[src/rtl/alu_ctrl_pkg.sv]
// alu_ctrl_pkg: shared widths, opcode map, ALU enable/flag bit indices,
// FSM state encodings and the decoded-control payload for alu_ctrl.
package alu_ctrl_pkg;

    localparam int unsigned BIT_W          = 8;
    localparam int unsigned REG_N          = 4;
    localparam int unsigned OP_W           = 4;
    localparam int unsigned IMM_W          = 4;
    localparam int unsigned ISA_INSN_COUNT = 8;
    localparam int unsigned ALU_FLAG_COUNT = 2;

    // ALU flag bits as delivered by the comparator: {GT, EQ}
    localparam int unsigned ALU_FLAG_EQ = 0;
    localparam int unsigned ALU_FLAG_GT = 1;

    // One-hot ALU enable bit positions (opcode - 1)
    localparam int unsigned ISA_ADD  = 0;
    localparam int unsigned ISA_ADDI = 1;
    localparam int unsigned ISA_SH   = 2;
    localparam int unsigned ISA_SHI  = 3;
    localparam int unsigned ISA_NOT  = 4;
    localparam int unsigned ISA_AND  = 5;
    localparam int unsigned ISA_OR   = 6;
    localparam int unsigned ISA_XOR  = 7;

    localparam logic [OP_W-1:0] OP_NOP  = 4'h0;
    localparam logic [OP_W-1:0] OP_ADD  = 4'h1;
    localparam logic [OP_W-1:0] OP_ADDI = 4'h2;
    localparam logic [OP_W-1:0] OP_SH   = 4'h3;
    localparam logic [OP_W-1:0] OP_SHI  = 4'h4;
    localparam logic [OP_W-1:0] OP_NOT  = 4'h5;
    localparam logic [OP_W-1:0] OP_AND  = 4'h6;
    localparam logic [OP_W-1:0] OP_OR   = 4'h7;
    localparam logic [OP_W-1:0] OP_XOR  = 4'h8;
    localparam logic [OP_W-1:0] OP_LD   = 4'h9;
    localparam logic [OP_W-1:0] OP_ST   = 4'hA;
    localparam logic [OP_W-1:0] OP_CMP  = 4'hB;
    localparam logic [OP_W-1:0] OP_BEQ  = 4'hC;
    localparam logic [OP_W-1:0] OP_BGT  = 4'hD;
    localparam logic [OP_W-1:0] OP_JMP  = 4'hE;
    localparam logic [OP_W-1:0] OP_HALT = 4'hF;

    localparam logic [1:0] ST_FETCH  = 2'd0;
    localparam logic [1:0] ST_DECODE = 2'd1;
    localparam logic [1:0] ST_EXEC   = 2'd2;
    localparam logic [1:0] ST_HALT   = 2'd3;

    // Non-ALU control decoded in DECODE and consumed in EXEC
    typedef struct packed {
        logic is_branch;
        logic is_ld;
        logic is_st;
        logic is_cmp;
        logic is_jmp;
        logic is_halt;
    } ctl_t;

endpackage

[src/rtl/alu_ctrl_insn_decode.sv]
// alu_ctrl_insn_decode: combinational opcode decoder.
//   i_opcode    - instruction bits [7:4]
//   o_insn_en   - one-hot ALU enable (opcodes 1-8), else zero
//   o_b_sel_imm - bus takes the zero-extended immediate (ADDI/SHI)
//   o_ctl       - branch/load/store/compare/jump/halt controls
module alu_ctrl_insn_decode
    import alu_ctrl_pkg::*;
(
    input  logic [OP_W-1:0]           i_opcode,
    output logic [ISA_INSN_COUNT-1:0] o_insn_en,
    output logic                      o_b_sel_imm,
    output ctl_t                      o_ctl
);

    always_comb begin
        o_insn_en   = '0;
        o_b_sel_imm = 1'b0;
        o_ctl       = '0;
        case (i_opcode)
            OP_ADD:  o_insn_en[ISA_ADD] = 1'b1;
            OP_ADDI: begin
                o_insn_en[ISA_ADDI] = 1'b1;
                o_b_sel_imm         = 1'b1;
            end
            OP_SH:   o_insn_en[ISA_SH] = 1'b1;
            OP_SHI:  begin
                o_insn_en[ISA_SHI] = 1'b1;
                o_b_sel_imm        = 1'b1;
            end
            OP_NOT:  o_insn_en[ISA_NOT] = 1'b1;
            OP_AND:  o_insn_en[ISA_AND] = 1'b1;
            OP_OR:   o_insn_en[ISA_OR]  = 1'b1;
            OP_XOR:  o_insn_en[ISA_XOR] = 1'b1;
            OP_LD:   o_ctl.is_ld     = 1'b1;
            OP_ST:   o_ctl.is_st     = 1'b1;
            OP_CMP:  o_ctl.is_cmp    = 1'b1;
            OP_BEQ,
            OP_BGT:  o_ctl.is_branch = 1'b1;
            OP_JMP:  o_ctl.is_jmp    = 1'b1;
            OP_HALT: o_ctl.is_halt   = 1'b1;
            default: ;
        endcase
    end

endmodule

[src/rtl/alu_ctrl.sv]
// alu_ctrl: instruction sequencer in front of the 8-bit ALU.
//   clk, rst               - clock, synchronous active-high reset
//   imem_req/addr/ack/data - instruction fetch handshake (addr = pc)
//   insn_en, alu_a, alu_b  - registered ALU controls/operands (a = acc)
//   alu_c, alu_flags       - ALU result and {GT, EQ} comparator flags
//   acc, pc, halted        - architectural state visibility
module alu_ctrl
    import alu_ctrl_pkg::*;
#(
    parameter int unsigned BIT_COUNT = BIT_W,
    parameter int unsigned REG_COUNT = REG_N
) (
    input  logic                      clk,
    input  logic                      rst,
    output logic                      imem_req,
    output logic [BIT_COUNT-1:0]      imem_addr,
    input  logic                      imem_ack,
    input  logic [7:0]                imem_data,
    output logic [ISA_INSN_COUNT-1:0] insn_en,
    output logic [BIT_COUNT-1:0]      alu_a,
    output logic [BIT_COUNT-1:0]      alu_b,
    input  logic [BIT_COUNT-1:0]      alu_c,
    input  logic [ALU_FLAG_COUNT-1:0] alu_flags,
    output logic [BIT_COUNT-1:0]      acc,
    output logic [BIT_COUNT-1:0]      pc,
    output logic                      halted
);

    localparam int unsigned RS_W = $clog2(REG_COUNT);

    logic [1:0]                r_state;
    logic                      r_req;
    logic [BIT_COUNT-1:0]      r_pc;
    logic [BIT_COUNT-1:0]      r_acc;
    logic [BIT_COUNT-1:0]      r_regs [REG_COUNT];
    logic [ALU_FLAG_COUNT-1:0] r_flags;
    logic [7:0]                r_ir;
    logic [ISA_INSN_COUNT-1:0] r_insn_en;
    logic [BIT_COUNT-1:0]      r_alu_b;
    ctl_t                      r_ctl;
    logic                      r_halted;

    logic [1:0]                w_state_nxt;
    logic                      w_req_nxt;
    logic [BIT_COUNT-1:0]      w_pc_nxt;
    logic [BIT_COUNT-1:0]      w_acc_nxt;
    logic [ALU_FLAG_COUNT-1:0] w_flags_nxt;
    logic [7:0]                w_ir_nxt;
    logic [ISA_INSN_COUNT-1:0] w_insn_en_nxt;
    logic [BIT_COUNT-1:0]      w_alu_b_nxt;
    ctl_t                      w_ctl_nxt;
    logic                      w_halted_nxt;
    logic                      w_reg_we;

    logic [ISA_INSN_COUNT-1:0] w_dec_en;
    logic                      w_dec_b_sel_imm;
    ctl_t                      w_dec_ctl;
    logic [RS_W-1:0]           w_rs;
    logic [IMM_W-1:0]          w_imm;
    logic [BIT_COUNT-1:0]      w_imm_zx;
    logic [BIT_COUNT-1:0]      w_imm_sx;
    logic                      w_br_flag;

    alu_ctrl_insn_decode u_decode (
        .i_opcode    (r_ir[7:4]),
        .o_insn_en   (w_dec_en),
        .o_b_sel_imm (w_dec_b_sel_imm),
        .o_ctl       (w_dec_ctl)
    );

    assign w_rs     = r_ir[RS_W-1:0];
    assign w_imm    = r_ir[IMM_W-1:0];
    assign w_imm_zx = BIT_COUNT'(w_imm);
    assign w_imm_sx = {{(BIT_COUNT-IMM_W){w_imm[IMM_W-1]}}, w_imm};
    // BEQ (0xC) and BGT (0xD) differ only in opcode bit 0 (ir[4])
    assign w_br_flag = r_ir[4] ? r_flags[ALU_FLAG_GT] : r_flags[ALU_FLAG_EQ];

    // Next-state and next-output logic
    always_comb begin
        w_state_nxt   = r_state;
        w_req_nxt     = r_req;
        w_pc_nxt      = r_pc;
        w_acc_nxt     = r_acc;
        w_flags_nxt   = r_flags;
        w_ir_nxt      = r_ir;
        w_insn_en_nxt = r_insn_en;
        w_alu_b_nxt   = r_alu_b;
        w_ctl_nxt     = r_ctl;
        w_halted_nxt  = r_halted;
        w_reg_we      = 1'b0;
        case (r_state)
            ST_FETCH: begin
                // ack only counts while our request is visible
                if (r_req && imem_ack) begin
                    w_ir_nxt    = imem_data;
                    w_pc_nxt    = r_pc + BIT_COUNT'(1);
                    w_req_nxt   = 1'b0;
                    w_state_nxt = ST_DECODE;
                end else begin
                    w_req_nxt = 1'b1;
                end
            end
            ST_DECODE: begin
                w_insn_en_nxt = w_dec_en;
                w_ctl_nxt     = w_dec_ctl;
                w_alu_b_nxt   = w_dec_b_sel_imm ? w_imm_zx : r_regs[w_rs];
                w_state_nxt   = ST_EXEC;
            end
            ST_EXEC: begin
                w_insn_en_nxt = '0;
                w_state_nxt   = ST_FETCH;
                // raise req now so the next fetch can complete in one cycle
                w_req_nxt     = 1'b1;
                if (|r_insn_en) begin
                    w_acc_nxt   = alu_c;
                    w_flags_nxt = alu_flags;
                end
                if (r_ctl.is_cmp) begin
                    w_flags_nxt = alu_flags;
                end
                if (r_ctl.is_ld) begin
                    w_acc_nxt = r_regs[w_rs];
                end
                if (r_ctl.is_st) begin
                    w_reg_we = 1'b1;
                end
                if (r_ctl.is_branch && w_br_flag) begin
                    w_pc_nxt = r_pc + w_imm_sx;
                end
                if (r_ctl.is_jmp) begin
                    w_pc_nxt = r_acc;
                end
                if (r_ctl.is_halt) begin
                    w_state_nxt  = ST_HALT;
                    w_req_nxt    = 1'b0;
                    w_halted_nxt = 1'b1;
                end
            end
            ST_HALT: begin
                w_req_nxt     = 1'b0;
                w_insn_en_nxt = '0;
                w_halted_nxt  = 1'b1;
            end
            default: begin
                w_state_nxt = ST_FETCH;
            end
        endcase
    end

    // State and datapath registers
    always_ff @(posedge clk) begin
        if (rst) begin
            r_state   <= ST_FETCH;
            r_req     <= 1'b0;
            r_pc      <= '0;
            r_acc     <= '0;
            r_regs    <= '{default: '0};
            r_flags   <= '0;
            r_ir      <= '0;
            r_insn_en <= '0;
            r_alu_b   <= '0;
            r_ctl     <= '0;
            r_halted  <= 1'b0;
        end else begin
            r_state   <= w_state_nxt;
            r_req     <= w_req_nxt;
            r_pc      <= w_pc_nxt;
            r_acc     <= w_acc_nxt;
            r_flags   <= w_flags_nxt;
            r_ir      <= w_ir_nxt;
            r_insn_en <= w_insn_en_nxt;
            r_alu_b   <= w_alu_b_nxt;
            r_ctl     <= w_ctl_nxt;
            r_halted  <= w_halted_nxt;
            if (w_reg_we) begin
                r_regs[w_rs] <= r_acc;
            end
        end
    end

    assign imem_req  = r_req;
    assign imem_addr = r_pc;
    assign insn_en   = r_insn_en;
    assign alu_a     = r_acc;
    assign alu_b     = r_alu_b;
    assign acc       = r_acc;
    assign pc        = r_pc;
    assign halted    = r_halted;

endmodule

[config.mk]
export PLATFORM = sky130hd
export DESIGN_NAME = alu_ctrl
export DESIGN_NICKNAME = d
export VERILOG_FILES = /design/src/rtl/alu_ctrl_pkg.sv /design/src/rtl/alu_ctrl_insn_decode.sv /design/src/rtl/alu_ctrl.sv
export SDC_FILE = /design/constraint.sdc
export NUM_CORES = 1
export LEC_CHECK = 0
export ABC_AREA = 0
export CAP_MARGIN = 30
export CORE_MARGIN = 2
export CORE_UTILIZATION = 45
export CTS_BUF_LIST = sky130_fd_sc_hd__clkbuf_16
export DETAILED_ROUTE_END_ITERATION = 12
export PLACE_DENSITY = 0.72
export REMOVE_ABC_BUFFERS = 1
export SLEW_MARGIN = 10
export SYNTH_ARGS = -nofsm -noshare
export SYNTH_HDL_FRONTEND = slang
export SYNTH_SLANG_ARGS = --single-unit
[constraint.sdc]
create_clock -name clk -period 2.76 [get_ports clk]
set_input_delay 0.276 -clock clk [delete_from_list [all_inputs] [get_ports clk]]
set_output_delay 0.276 -clock clk [all_outputs]
set_load 0.05 [all_outputs]
==> qor.yml, run 1 <==
outcome:
  status: "completed"
route:
  drc: 0
  avgRoutedWirePerCell_microns: 16.4
  drtAntennaViolNets: 0
  routed_wl_mm: 11.0
  vias: 3828
  drtIter0Drc: 178
  firstDrtPassIters: 5
  vias_per_cell: 5.74
run:
  max_cap_viol_count: 0
pwr:
  peakVddDrop_v: 0.000335
  power.leakage_nw: 1.73
  p_per_area_nw_per_um2: 550
place:
  preCtsSetupSlack_ps: 415
  io_buffers: 70
  place_congestion: 0.915
  hpwlAfterDp_mm: 7.78
die:
  die_area_sq_um: 10100
  die-width_microns: 101
  fp.dieH_microns: 101
  start_util: 0.459
  coreArea_sq_um: 9150
  row_count: 35
  io_pins: 71
synth:
  synth_edf_count: 0
  async_flop_share: 0
  synth_top_cell_area_share: 0.400
  synth_area_leader_cell: "dfxtp_1"
  netlist_instances: 511
  yosysWarningCount: 0
  synthTopCellsByArea: "dfxtp_1 (40%), nand2_1 (9.1%), a21oi_1 (8.1%), mux4_2 (4.3%), ha_1 (3.9%)"
  syn_area_per_cell_sq_um: 8.23
  synth.distinct_cells: 56
  synthesis.area_sq_um: 4210
  ys.flop_type: "dfxtp_1"
  yosysSeqAreaShare: 0.400
  synth-seq-cells: 84
timing:
  finalCriticalPeriod_ps: 2400
  worstMarginPinSlew_ps: 874
  setup_viol: 0
  slew_violations: 0
  final.setup.tns_ps: 0
  relSlewSlack: 0.417
  final_hold_viol_count: 0
  fin_crit_sh: 0.871
  rsz0062_at_grt: "false"
  setup_slack_ps: 355
  fmaxAchievable_mhz: 416
  clock-skew-final_ps: 5.50
clock_tree:
  path_clk_slew_ps: 60
  cts-root-buf: "clkbuf_16"
  postCtsSetupRepairBufs: 0
  cts_made_buffers: 9
  cts.sink_count: 84
  cts_resized: 0
  clk_latency_ps: 330
  cts-htree-levels: 3
  clockBufferDepth: 2
  cts_tree: "done"
  postCtsHoldBufs: 0
global_routing:
  grt-ovfl-total: 0
  grt_start_max_net_pins: 46
  grt_pass1_wl_mm: 17.6
  grt_pass1_vias: 3487
  grt.total_usage: 0.220
  grt_antenna_before_repair: 0
cells_and_area:
  syn2layout_area_growth_pct: 22.6
  nets: 587
  n_antenna_cell: 0
  drive_above_1_share: 0.0683
worst_setup_path:
  crit_path_end_kind: "flip-flop"
  cp_max_fo: 17
  arrival_ps: 2630
  critical_path_class: "flip-flop to flip-flop"
  startpoint_type: "flip-flop"
  crit_required_ps: 2980
hold_path:
  hold_path.class: "flip-flop to flip-flop"
[per-layer routing]
layer	vias to the layer above	wire [microns]	track usage
met3	12	536	0.0388
met5	-	0	0
li1	1857	-	-
met4	0	179	0.0748
met2	125	5240	0.354
met1	1834	4990	0.298
[where the power goes]
group	internal (mW)	switching, mW
Combinational	0.119	0.198
Sequential	1.23	0.0340
Clock	0.781	0.468
Total	2.13	0.699
[final timing paths]
kind | startpoint | slack (ps) | cells past startpoint | to
max | r_ir[1]$_SDFFE_PP0P_ | 360 | 7 | imem_addr[6]$_SDFFE_PP0P_
min | r_regs[29]$_SDFFE_PP0P_ | 450 | 2 | r_regs[29]$_SDFFE_PP0P_
max reg2reg | r_ir[1]$_SDFFE_PP0P_ | 360 | 7 | imem_addr[6]$_SDFFE_PP0P_
min reg2reg | r_regs[29]$_SDFFE_PP0P_ | 450 | 2 | r_regs[29]$_SDFFE_PP0P_
[layout by cell type, fill, tap and decap left out, types with 2 or more instances in the layout]
cell / n
nand2_1: 102
dfxtp_1: 84
clkdlybuf4s50_1: 69
a21oi_1: 68
nor2_1: 40
o21ai_0: 17
a211oi_1: 16
mux2i_1: 15
nand3_1: 13
ha_1: 13
inv_1: 11
clkbuf_16: 9
mux4_2: 8
nor3_1: 8
nor2b_1: 7
buf_4: 7
a22oi_1: 5
o21a_1: 4
nand4_1: 4
or3_1: 4
nand2b_1: 4
nor4_1: 3
a32oi_1: 3
xor2_1: 3
xnor2_1: 2
a31oi_1: 2
nor4b_1: 2
bufinv_16: 2
[state kept, by name, indices dropped and copies added (netlist names)]
| register | count |
|---|---|
| imem_addr | 8 |
| acc | 8 |
| imem_req | 1 |
| insn_en | 8 |
| halted | 1 |
| alu_b | 8 |
| r_state | 2 |
| r_flags | 2 |
| r_ir | 8 |
| r_regs | 32 |
| r_ctl | 6 |
[final cells by class]
cell class	instances	area [sq um]
Fill cell	832	4000
Multi-Input combinational cell	369	2220
Sequential cell	84	1680
Timing Repair Buffer	78	768
Clock buffer	9	225
Tap cell	111	139
Clock inverter	6	81.3
Inverter	10	37.5
[synthesized netlist by cell type (all sizes together) (10+ instances only)]
cell	instances
nand2	103
dfxtp	84
a21oi	68
nor2	40
buf	27
clkbuf	21
o21ai	18
a211oi	16
mux2i	15
nand3	14
ha	13
inv	10
[worst max-delay path, stage by stage (launching register included)]
cell and delay (ps):
dfxtp_1 770, inv_1 170, fa_1 460, nor2b_1 170
o31a_1 180, o22ai_1 100, mux2i_1 130, o41ai_1 310
[per-stage QoR]
| step | utilization | hold WS [ps] | total power, mW | area [sq um] | instances |
|---|---|---|---|---|---|
| after floorplan | - | 345 | 1.47 | 3940 | 463 |
| after global placement | 0.530 | 440 | 1.60 | 4850 | 652 |
| after detailed placement | 0.530 | 447 | 1.61 | 4850 | 652 |
| after CTS | 0.563 | 455 | 2.85 | 5150 | 667 |
| after global routing | 0.563 | 465 | 2.93 | 5150 | 667 |
| final | 0.563 | 455 | 2.83 | 5150 | 667 |
[kinds of logic after synthesis]
logic type / after synthesis / share of synthesized area
AOI/OAI and AO/OA: 128 / 0.182
muxes: 24 / 0.0821
adders and majority gates: 14 / 0.0434
and+or+nand+nor: 198 / 0.210
DFF: 84 / 0.400
xor gates and xnor gates: 5 / 0.0104
buffers and inverters: 58 / 0.0720
No activity file was read; power rests on OpenSTA's default activity.
==> run 2, diff against run 1 <==
--- a/config.mk
+++ b/config.mk
@@ -11,7 +11,7 @@
 export CORE_UTILIZATION = 45
 export CTS_BUF_LIST = sky130_fd_sc_hd__clkbuf_16
 export DETAILED_ROUTE_END_ITERATION = 12
-export PLACE_DENSITY = 0.72
+export PLACE_DENSITY = 0.75
 export REMOVE_ABC_BUFFERS = 1
 export SLEW_MARGIN = 10
 export SYNTH_ARGS = -nofsm -noshare
==> constraint.sdc (replaced) <==
create_clock -name clk -period 2.15 [get_ports clk]
set_input_delay 0.215 -clock clk [delete_from_list [all_inputs] [get_ports clk]]
set_output_delay 0.215 -clock clk [all_outputs]
set_load 0.05 [all_outputs]
==> run 2 against run 1 <==
  * Clock-buffer cell count stayed put
  * Worst setup slack worse by 180 ps
  * Core utilization is 1.2 points higher
  * Clock power grew 22%
  * Sequential cell count is the same
  * Largest cell class unchanged
  * Power rose by 26%
  * Highest routed layer unchanged
  * Non-clock buffer count grew 15
  * Cell count increased by 2.4%
  * Register-to-register slack worse by 180 ps
==> qor.yml, run 2 (synthesis results as in run 1) <==
outcome:
  status: "completed"
hold_path:
  whs_path_depth: 2  # unchanged
  hold_path.class: "input pin to flip-flop"
  hold-path-endpoint: "r_state[0]$_SDFFE_PP0P_"
  min_from: "rst"
die:
  coreArea_sq_um: 9150  # unchanged
  die-width_microns: 101  # unchanged
  die_area_sq_um: 10100  # unchanged
  io_pins: 71  # unchanged
  fp.dieH_microns: 101  # unchanged
  row_count: 35  # unchanged
  start_util: 0.459  # unchanged
worst_setup_path:
  crit_path_end_kind: "flip-flop"
  arrival_ps: 2220  # -410 ps
  r2r_cells: 7  # unchanged
  reg2reg_slack_ps: 170  # -180 ps
  timing.rr.end: "imem_addr[5]$_SDFFE_PP0P_"
  crit_required_ps: 2400  # -580 ps
  r2r-start: "r_state[0]$_SDFFE_PP0P_"
  startpoint_type: "flip-flop"
  critical_path_class: "flip-flop to flip-flop"
  cp_max_fo: 30  # +13
clock_tree:
  clockBufferDepth: 2  # unchanged
  cts-htree-levels: 3  # unchanged
  postCtsHoldBufs: 0  # unchanged
  cts_tree: "done"
  path_clk_slew_ps: 60  # about the same
  cts_made_buffers: 9  # unchanged
  cts.sink_count: 84  # unchanged
  clk_latency_ps: 340  # about the same
  cts-root-buf: "clkbuf_16"
cells_and_area:
  fin_area_sq_um: 5260  # +2.1%
  syn2layout_area_growth_pct: 25.1
  drive_above_1_share: 0.0962  # +0.0278
  fill_cells: 799  # -4.0%
  final_common_cell: "nand2_1"
  nets: 602  # +2.6%
  regMostFlops: "r_regs"
  n_antenna_cell: 0  # unchanged
  final_cell_mix: "nand2_1 (102), dfxtp_1 (84), clkdlybuf4s50_1 (69)"
  largest_reg_flops: 32  # unchanged
timing:
  clock-skew-final_ps: 6.16  # +0.664 ps
  fmaxAchievable_mhz: 506  # +22%
  finalCriticalPeriod_ps: 1980  # -428 ps
  slew_violations: 0  # unchanged
  relSlewSlack: 0.537  # +0.120
  final_hold_viol_count: 0  # unchanged
  worstMarginPinSlew_ps: 695  # -180 ps
  whs_ps: 422  # -32.7 ps
  setup_viol: 0  # unchanged
  setup_slack_ps: 174  # -182 ps
  rsz0062_at_grt: "false"
  fin_crit_sh: 0.919  # +0.0480
global_routing:
  grt_pass1_wl_mm: 18.7  # +6.3%
  grt_antenna_before_repair: 0  # unchanged
  grt-ovfl-total: 0  # unchanged
  grt_start_max_net_pins: 36  # -22%
  grt_pass1_vias: 3765  # +8.0%
  grt.total_usage: 0.236  # +0.0157
route:
  firstDrtPassIters: 5  # unchanged
  routed_wl_mm: 11.5  # +5.2%
  drtAntennaViolNets: 0  # unchanged
  vias_per_cell: 5.73  # -0.12%
  vias: 3915  # +2.3%
  drc: 0  # unchanged
  avgRoutedWirePerCell_microns: 16.9  # +2.7%
  drtIter0Drc: 245  # +38%
place:
  io_buffers: 70  # unchanged
  place_congestion: 0.893  # -2.4%
  preCtsSetupSlack_ps: 167  # -248 ps
  dpl_cell_area_sq_um: 4960  # +2.3%
  hpwlAfterDp_mm: 7.89  # +1.4%
pwr:
  p_per_area_nw_per_um2: 680  # +24%
  power.leakage_nw: 1.81  # +4.4%
  peakVddDrop_v: 0.000432  # +29%
run:
  max_cap_viol_count: 0  # unchanged
## run 2: worst max-delay path by stage
stage / depth (start not counted) / slack (ps) / endpoint / from
6_report: 7 / 170 / imem_addr[5]$_SDFFE_PP0P_ / r_state[0]$_SDFFE_PP0P_
5_1_grt: 8 / 30 / imem_addr[6]$_SDFFE_PP0P_ / imem_addr[0]$_SDFFE_PP0P_
4_1_cts: 8 / 160 / imem_addr[6]$_SDFFE_PP0P_ / imem_addr[0]$_SDFFE_PP0P_
3_5_place_dp: 8 / 170 / imem_addr[6]$_SDFFE_PP0P_ / imem_addr[0]$_SDFFE_PP0P_
3_3_place_gp: 8 / 300 / imem_addr[6]$_SDFFE_PP0P_ / imem_addr[0]$_SDFFE_PP0P_
2_1_floorplan: 8 / -470 / imem_addr[6]$_SDFFE_PP0P_ / imem_addr[0]$_SDFFE_PP0P_
## run 2: timing repair
| item | CTS | global route |
|---|---|---|
| buffers inserted | 0 | 0 |
| endpoints found under the setup margin | 0 | 1 |
| resized for setup | 0 | 1 |
## run 2: per-layer routing
layer	GRT usage	share of wire	vias to the layer above
li1	-	-	1875
met1	0.299	0.43	1873
met2	0.401	0.49	148
met3	0.0340	0.059	19
met4	0.0959	0.022	0
met5	0	0	-
## run 2: where the power goes
group | switching [mW] | total, mW | internal, mW | leakage, nW
clock | 0.627 | 1.52 | 0.895 | 0.145
sequential | 0.0303 | 1.62 | 1.58 | 0.678
combinational | 0.276 | 0.438 | 0.162 | 0.982
## run 2: area by class of cell
class | instances | area (sq um) | share of cell area
flip-flops and latches | 84 | 1680 | 0.320
clock inverters | 7 | 67.6 | 0.0128
repair buffers | 93 | 881 | 0.167
inverters | 10 | 37.5 | 0.00714
multi-input cells | 369 | 2230 | 0.424
clock buffers | 9 | 225 | 0.0428
well taps | 111 | 139 | 0.0264
## run 2: through the flow
step	utilization	power (mW)	setup TNS, ps	std cells
after floorplan	-	1.89	-1710	463
after CTS	0.574	3.59	0	683
after global routing	0.575	3.70	0	683
final	0.575	3.58	0	683
after detailed placement	0.542	2.08	0	667
after global placement	0.542	2.07	0	667
## run 2: critical path, cell delays in order (launching register included)
cell,delay (ps)
dfxtp_1,370
inv_1,100
ha_1,250
buf_12,180
nor4_2,370
nor2b_1,70
or3_1,300
o31ai_1,230
